<file path="config.mk">
export PLATFORM = sky130hd
export DESIGN_NAME = result_quantizer
export DESIGN_NICKNAME = d
export VERILOG_FILES = /design/src/rtl/result_quantizer.sv
export SDC_FILE = /design/constraint.sdc
export NUM_CORES = 1
export LEC_CHECK = 0
export CORE_UTILIZATION = 60
export DETAILED_ROUTE_END_ITERATION = 7
export PLACE_DENSITY_LB_ADDON = 0.12
export SYNTH_ARGS = -nofsm -noshare
export SYNTH_HDL_FRONTEND = slang
export SYNTH_SLANG_ARGS = --single-unit
</file>
<file path="constraint.sdc">
create_clock -name clk -period 9.8 [get_ports clk]
set_input_delay 2.94 -clock clk [delete_from_list [all_inputs] [get_ports clk]]
set_output_delay 2.94 -clock clk [all_outputs]
set_load 0.05 [all_outputs]
</file>
<file path="src/rtl/result_quantizer.sv">
// Bias-add, optional ReLU, round-half-up arithmetic shift and int16 saturation of a
// 32-bit accumulator stream; emits Output_Len+1 write strobes per frame, data one cycle later.
module result_quantizer #(
  parameter int ACC_W = 32,
  parameter int OUT_W = 16
) (
  input  logic             clk,
  input  logic             rst_n,
  input  logic             start,
  input  logic [10:0]      Output_Len,
  input  logic [ACC_W-1:0] bias,
  input  logic [4:0]       shift,
  input  logic             relu_en,
  input  logic             acc_valid,
  input  logic [ACC_W-1:0] acc_data,
  output logic             acc_ready,
  output logic             Output_FIFO_wr_en,
  output logic [31:0]      Output_FIFO_din,
  output logic             busy,
  output logic             frame_done
);

  localparam int SUM_W = ACC_W + 1;
  localparam int RND_W = ACC_W + 2;
  localparam int UP_W  = RND_W - OUT_W + 1;

  typedef enum logic [1:0] {IDLE, RUN, FLUSH, DONE} state_t;

  state_t state_q, state_d;

  logic [ACC_W-1:0] bias_q;
  logic [4:0]       shift_q;
  logic             relu_q;
  logic [10:0]      len_q;
  logic [10:0]      cnt_q;
  logic             load_cfg;
  logic             accept;

  logic                    s1_v, s2_v, s3_v;
  logic signed [SUM_W-1:0] s1_sum;
  logic signed [RND_W-1:0] s2_val;
  logic [OUT_W-1:0]        s3_q;

  logic signed [SUM_W-1:0] relu_v;
  logic signed [RND_W-1:0] rnd_inc, rnd_sum, rnd_shifted;
  logic [UP_W-1:0]         s2_upper;
  logic [OUT_W-1:0]        sat_v;

  // Handshake: acc_data is consumed on every rising edge where acc_valid && acc_ready;
  // acc_ready depends only on state (never on acc_valid) and the producer may hold or drop valid freely.
  assign accept = acc_valid & acc_ready;

  always_comb begin
    state_d    = state_q;
    acc_ready  = 1'b0;
    busy       = 1'b0;
    frame_done = 1'b0;
    load_cfg   = 1'b0;
    case (state_q)
      IDLE: begin
        if (start) begin
          load_cfg = 1'b1;
          state_d  = RUN;
        end
      end
      RUN: begin
        acc_ready = 1'b1;
        busy      = 1'b1;
        if (acc_valid && (cnt_q == len_q)) state_d = FLUSH;
      end
      FLUSH: begin
        busy = 1'b1;
        // The data register loads on the edge that retires s3, so an empty pipe means din is final.
        if (!s1_v && !s2_v && !s3_v) state_d = DONE;
      end
      DONE: begin
        frame_done = 1'b1;
        state_d    = IDLE;
      end
      default: state_d = IDLE;
    endcase
  end

  always_ff @(posedge clk or negedge rst_n) begin
    if (!rst_n) begin
      state_q <= IDLE;
      bias_q  <= '0;
      shift_q <= '0;
      relu_q  <= 1'b0;
      len_q   <= '0;
      cnt_q   <= '0;
    end else begin
      state_q <= state_d;
      if (load_cfg) begin
        bias_q  <= bias;
        shift_q <= shift;
        relu_q  <= relu_en;
        len_q   <= Output_Len;
        cnt_q   <= '0;
      end else if (accept) begin
        cnt_q <= cnt_q + 11'd1;
      end
    end
  end

  always_comb begin
    relu_v = s1_sum;
    if (relu_q && s1_sum[SUM_W-1]) relu_v = '0;
    rnd_inc = '0;
    if (shift_q != 5'd0) rnd_inc = RND_W'(1) << (shift_q - 5'd1);
    rnd_sum     = {relu_v[SUM_W-1], relu_v} + rnd_inc;
    rnd_shifted = rnd_sum >>> shift_q;
  end

  // The value fits int16 exactly when every bit from the int16 sign bit upward agrees.
  always_comb begin
    s2_upper = s2_val[RND_W-1:OUT_W-1];
    sat_v    = s2_val[OUT_W-1:0];
    if (!((&s2_upper) || (~|s2_upper))) begin
      sat_v = s2_upper[UP_W-1] ? {1'b1, {(OUT_W-1){1'b0}}} : {1'b0, {(OUT_W-1){1'b1}}};
    end
  end

  always_ff @(posedge clk or negedge rst_n) begin
    if (!rst_n) begin
      s1_v            <= 1'b0;
      s2_v            <= 1'b0;
      s3_v            <= 1'b0;
      s1_sum          <= '0;
      s2_val          <= '0;
      s3_q            <= '0;
      Output_FIFO_din <= '0;
    end else begin
      s1_v <= accept;
      s2_v <= s1_v;
      s3_v <= s2_v;
      if (accept) s1_sum <= {acc_data[ACC_W-1], acc_data} + {bias_q[ACC_W-1], bias_q};
      if (s1_v)   s2_val <= rnd_shifted;
      if (s2_v)   s3_q   <= sat_v;
      if (s3_v)   Output_FIFO_din <= {{(32-OUT_W){s3_q[OUT_W-1]}}, s3_q};
    end
  end

  assign Output_FIFO_wr_en = s3_v;

endmodule

</file>
### After elaboration in Yosys (flattened, before gate mapping)

Index checks and enable logic that the tools add are counted.

* muxes and demuxes: 15
* bitwise gates (word level): 1
* reduce and logical (&&, ||, !) cells: 16
* equality and inequality tests: 7
* shift-type cells: 2
* $add $sub $neg: 4

Operators by type and width (number)
* $add 34x34->34: 1
* $mux 34: 1
* $shl 1x5->34 const A: 1
* $sshr 34x5->34: 1
* $add 32x32->33: 1
* $mux 33: 1
* $mux 16: 2
* $mux 11: 2
* $reduce_and 19->1: 1
* $reduce_or 19->1: 1
* $add 11x1->11 const B: 1
* $eq 11x11->1: 1
* $pmux 2 s4: 1
* $mux 2: 3
* $ne 2x2->1 const B: 3
* $mux 1: 5
* $reduce_bool 5->1: 1
* $sub 5x1->5 const B: 1
* $eq 2x2->1 const B: 2
* $logic_and 1x1->1: 4
* $logic_not 1->1: 4
* $reduce_and 3->1: 1
* $eq 2x1->1 const B: 1
* $logic_not 2->1: 1
* 4 further kinds: 4

* word-level logic and storage cells: 58
* bits in registers: 164
* output and inout bits: 36

### Depth between registers and ports, before layout

* depth in word-level cells: 5
* mapped depth: 19

### Worst setup path after synthesis

Ideal clock, no wire load.

* path type: input to register
* start point: input acc_data[16]
* end point: register s1_sum[31]
* library setup time: 134 ps
* path slack: 4317 ps
* stages on the path: 11
* required time: 9666 ps
* arrival time: 5349 ps
* path through: ha_1 a21o_1 a21o_1 a21o_1 a21o_1 a31oi_1 a31oi_1 or4b_2 a31oi_1 xor2_1 o21ai_0

* longest elaborated chain between the ends: 1

Ends and longest elaborated chain
* start: declaration: line 15 `input logic [ACC_W-1:0] acc_data,`
* $add 32x32->33: line 137 `if (accept) s1_sum <= {acc_data[ACC_W-1], acc_data} + {bias_q[ACC_W-1], bias_q};`
* end signal: assignment: line 137
* end: declaration: line 40 `logic signed [SUM_W-1:0] s1_sum;`

Every way passes these cells.
A chain may end at the register's enable or synchronous reset.

### Worst setup path after layout

* start point: register shift_q[0]
* end point: register s2_val[21]

* longest elaborated chain between the ends: 5
* elaborated cells on any way between the ends: 6

Ends and longest elaborated chain
* start: declaration: line 32 `logic [4:0] shift_q;`
* start signal: assignment: line 96 `shift_q <= shift;`
* $sub 5x1->5: line 110 `if (shift_q != 5'd0) rnd_inc = RND_W'(1) << (shift_q - 5'd1);`
* $shl 1x5->34: line 110
* $mux 34: line 110
* $add 34x34->34: line 111 `rnd_sum = {relu_v[SUM_W-1], relu_v} + rnd_inc;`
* $sshr 34x5->34 *: line 112 `rnd_shifted = rnd_sum >>> shift_q;`
* end signal: assignment: line 138 `if (s1_v) s2_val <= rnd_shifted;`
* end: declaration: line 41 `logic signed [RND_W-1:0] s2_val;`

Every way passes the cells marked *; elsewhere a longest branch is shown, timed or not.

==> out/qor.yml <==
status: "finished, violations left"
failed_checks: "DRC"
regArea_um2: 4100
vias: 12539
cts_tree: "yes"
syn_to_final_growth_pct: 13.6
die_y_um: 151
antenna_found_initial: 0
crit_type: "register to register"
mostFrequentLayoutCells: "164 x dfrtp_1, 157 x nor2_1, 153 x nand2_1, 125 x a21oi_1, 119 x clkdlybuf4s50_1"
setup_tns_ns: 0
drtAntennaViolNets: 0
power_leakage_uw: 0.00634
worstPathRequired_ns: 10.15
slew-limit-headroom_pct: 30.9
worst_slew_pin_slew_ns: 1.01
comb_power_share_pct: 65.3
setup-violations-final: 0
worstSetupEndpointType: "register"
yosysSeqAreaShare_pct: 30.9
place_ws_ns: 3.44
synth_nets: 1714
cts_resized: 0
core_area_um2: 21800
multi_input_area_um2: 8570
grt_max_degree: 95
die_area_um2: 22700
clock.fmax_ghz: 0.168
post-cts-setup-buffers: 0
grt.total_usage_pct: 35.3
clk_path_buf_depth: 2
internal-power_uw: 2790
cts-root-buf: "clkbuf_16"
setup_slack_ns: 3.84
instances_no_fill: 1896
synthArstFlopShare_pct: 100
cts_buffers: 17
clkTransAtPathRegs_ns: 0.08
antennaDiodeCount: 0
rrSetupSlack_ns: 3.84
die_w_um: 151
grt_pass1_vias: 11930
grt_pass1_wl_mm: 62.2
syn_area_per_cell_um2: 8.54
nets: 1760
clkPwrFrac_pct: 12.8
nFillCells: 1782
p_per_area_nw_per_um2: 373
yosys.cell_types.count: 90
fin_crit_sh_pct: 60.8
place_inst: 1864
rsz0062_at_grt: "false"
hold_viol: 0
drt_iter0_drc: 1222
viasPerCell: 6.61
final_common_cell: "dfrtp_1"
ir_worst_vdd_mv: 0.164
firstDrtPassIters: 8
syn_area_um2: 13300
switching_share_pct: 50.4
wl_per_cell_um: 20.7
ys_seq_elements: 164
start_util_pct: 61.1
clock_latency_ns: 0.44
p_switching_uw: 2840
synth_warnings: 0
worst_hold_path_type: "register to register"
layout-drive-gt1-share_pct: 10.7
startpoint_type: "register"
maxCapViolCount: 0
routed_wl_mm: 39.2
finalMaxSlewViolations: 0
place_congestion: 0.955
clock-sinks: 164
dp_hpwl_mm: 28.9
min_period_ns: 5.96
critPathArrivalTime_ns: 6.31
path_max_fanout: 34
syn_inst: 1557
power_uw: 5630
io_pins: 121
clock_skew_ns: 0.0189
drc: 2
hold_buffers: 0
whs_ns: 0.472
htreeDepth: 4
pwr-share-seq_pct: 21.9
io_buffer_count: 120
synth_edf_count: 0
hold_path_depth: 2
reg2reg_depth: 16
rows: 54
synth-main-ff-cell: "dfrtp_1"
overflow: 0
worst paths after layout:
| check | from | end |
|---|---|---|
| worst max register to register | shift_q[0] | s2_val[21] |
| max in group asynchronous | rst_n | s2_val[8] |
| min in group asynchronous | rst_n | s1_sum[17] |
| worst min register to register | s1_sum[5] | s1_sum[5] |
| worst min-delay path | s1_sum[5] | s1_sum[5] |
| worst max-delay path | shift_q[0] | s2_val[21] |
kinds of logic (layout without fill, tap and decap cells):
kind of cell | Yosys count | count (layout) | synth area share (%)
AND/OR/NAND/NOR | 517 | 517 | 18.2
flip-flops | 164 | 164 | 30.9
adder cells (fa/ha/maj) | 72 | 72 | 6.89
multiplexers | 103 | 103 | 9.50
AO/OA/AOI/OAI | 492 | 492 | 25.3
XOR/XNOR | 66 | 66 | 4.46
other | 1 | 1 | 0.0282
buffers and inverters | 142 | 201 | 4.71
Yosys cell counts, types with 19 or more instances:
cell | n | area (µm²)
dfrtp_1 | 164 | 4100
nor2_1 | 157 | 589
nand2_1 | 154 | 578
a21oi_1 | 125 | 626
o21ai_0 | 90 | 450
mux2_2 | 78 | 878
ha_1 | 70 | 876
clkbuf_1 | 63 | 236
and2_1 | 45 | 282
xnor2_1 | 42 | 368
a211oi_1 | 36 | 270
a21o_1 | 33 | 248
inv_1 | 32 | 120
nand3_1 | 30 | 150
nor3_1 | 30 | 150
xor2_1 | 22 | 193
o211ai_1 | 21 | 158
nand4_1 | 19 | 119
registers in the layout (all words and copies together), names as in the netlist:
| signal | cells |
|---|---|
| cnt_q | 11 |
| s2_v | 1 |
| len_q | 11 |
| s3_q | 16 |
| s2_val | 34 |
| s1_sum | 33 |
| state_q | 2 |
| shift_q | 5 |
| s1_v | 1 |
| bias_q | 32 |
| relu_q | 1 |
| Output_FIFO_din | 16 |
| Output_FIFO_wr_en | 1 |
critical path: stages, from the launching register on:
cell,delay (ns)
dfrtp_1,0.34
buf_4,0.36
clkinv_1,0.22
buf_4,0.30
nand2_1,0.59
nor2_1,0.13
ha_1,0.52
a211oi_1,0.40
o21ai_1,0.15
a21oi_1,0.44
a21boi_1,0.43
a211oi_1,0.13
nor4_1,0.77
nand2_1,0.20
and2_1,0.21
mux4_2,0.53
o221ai_2,0.14
layout make-up:
class,instances,area share [%]
Multi-Input combinational cell,1251,56.8
Sequential cell,164,27.2
Timing Repair Buffer,134,8.66
Clock buffer,17,2.82
Tap cell,280,2.32
Clock inverter,15,1.38
Inverter,35,0.870
power groups by stage:
stage	registers, µW	clock network [µW]	logic, µW
after global placement	1220	0	3500
after CTS	1230	726	3600
after global routing	1270	755	3950
after floorplan	1250	0	2620
after detailed placement	1240	0	3560
final	1230	720	3670
routing by layer:
layer,GRT usage [%],part of all wire (%)
met5,0,0
met4,16.4,4.1
met3,5.96,7.8
met2,56.6,46
met1,46.4,42
metrics by stage:
step | util [%] | cell area (µm²)
2_1_floorplan | - | 13300
3_3_place_gp | 66.5 | 14500
3_5_place_dp | 66.5 | 14500
4_1_cts | 69.4 | 15100
5_1_grt | 69.4 | 15100
6_report | 69.4 | 15100
Power figures use the tool's default switching activity.
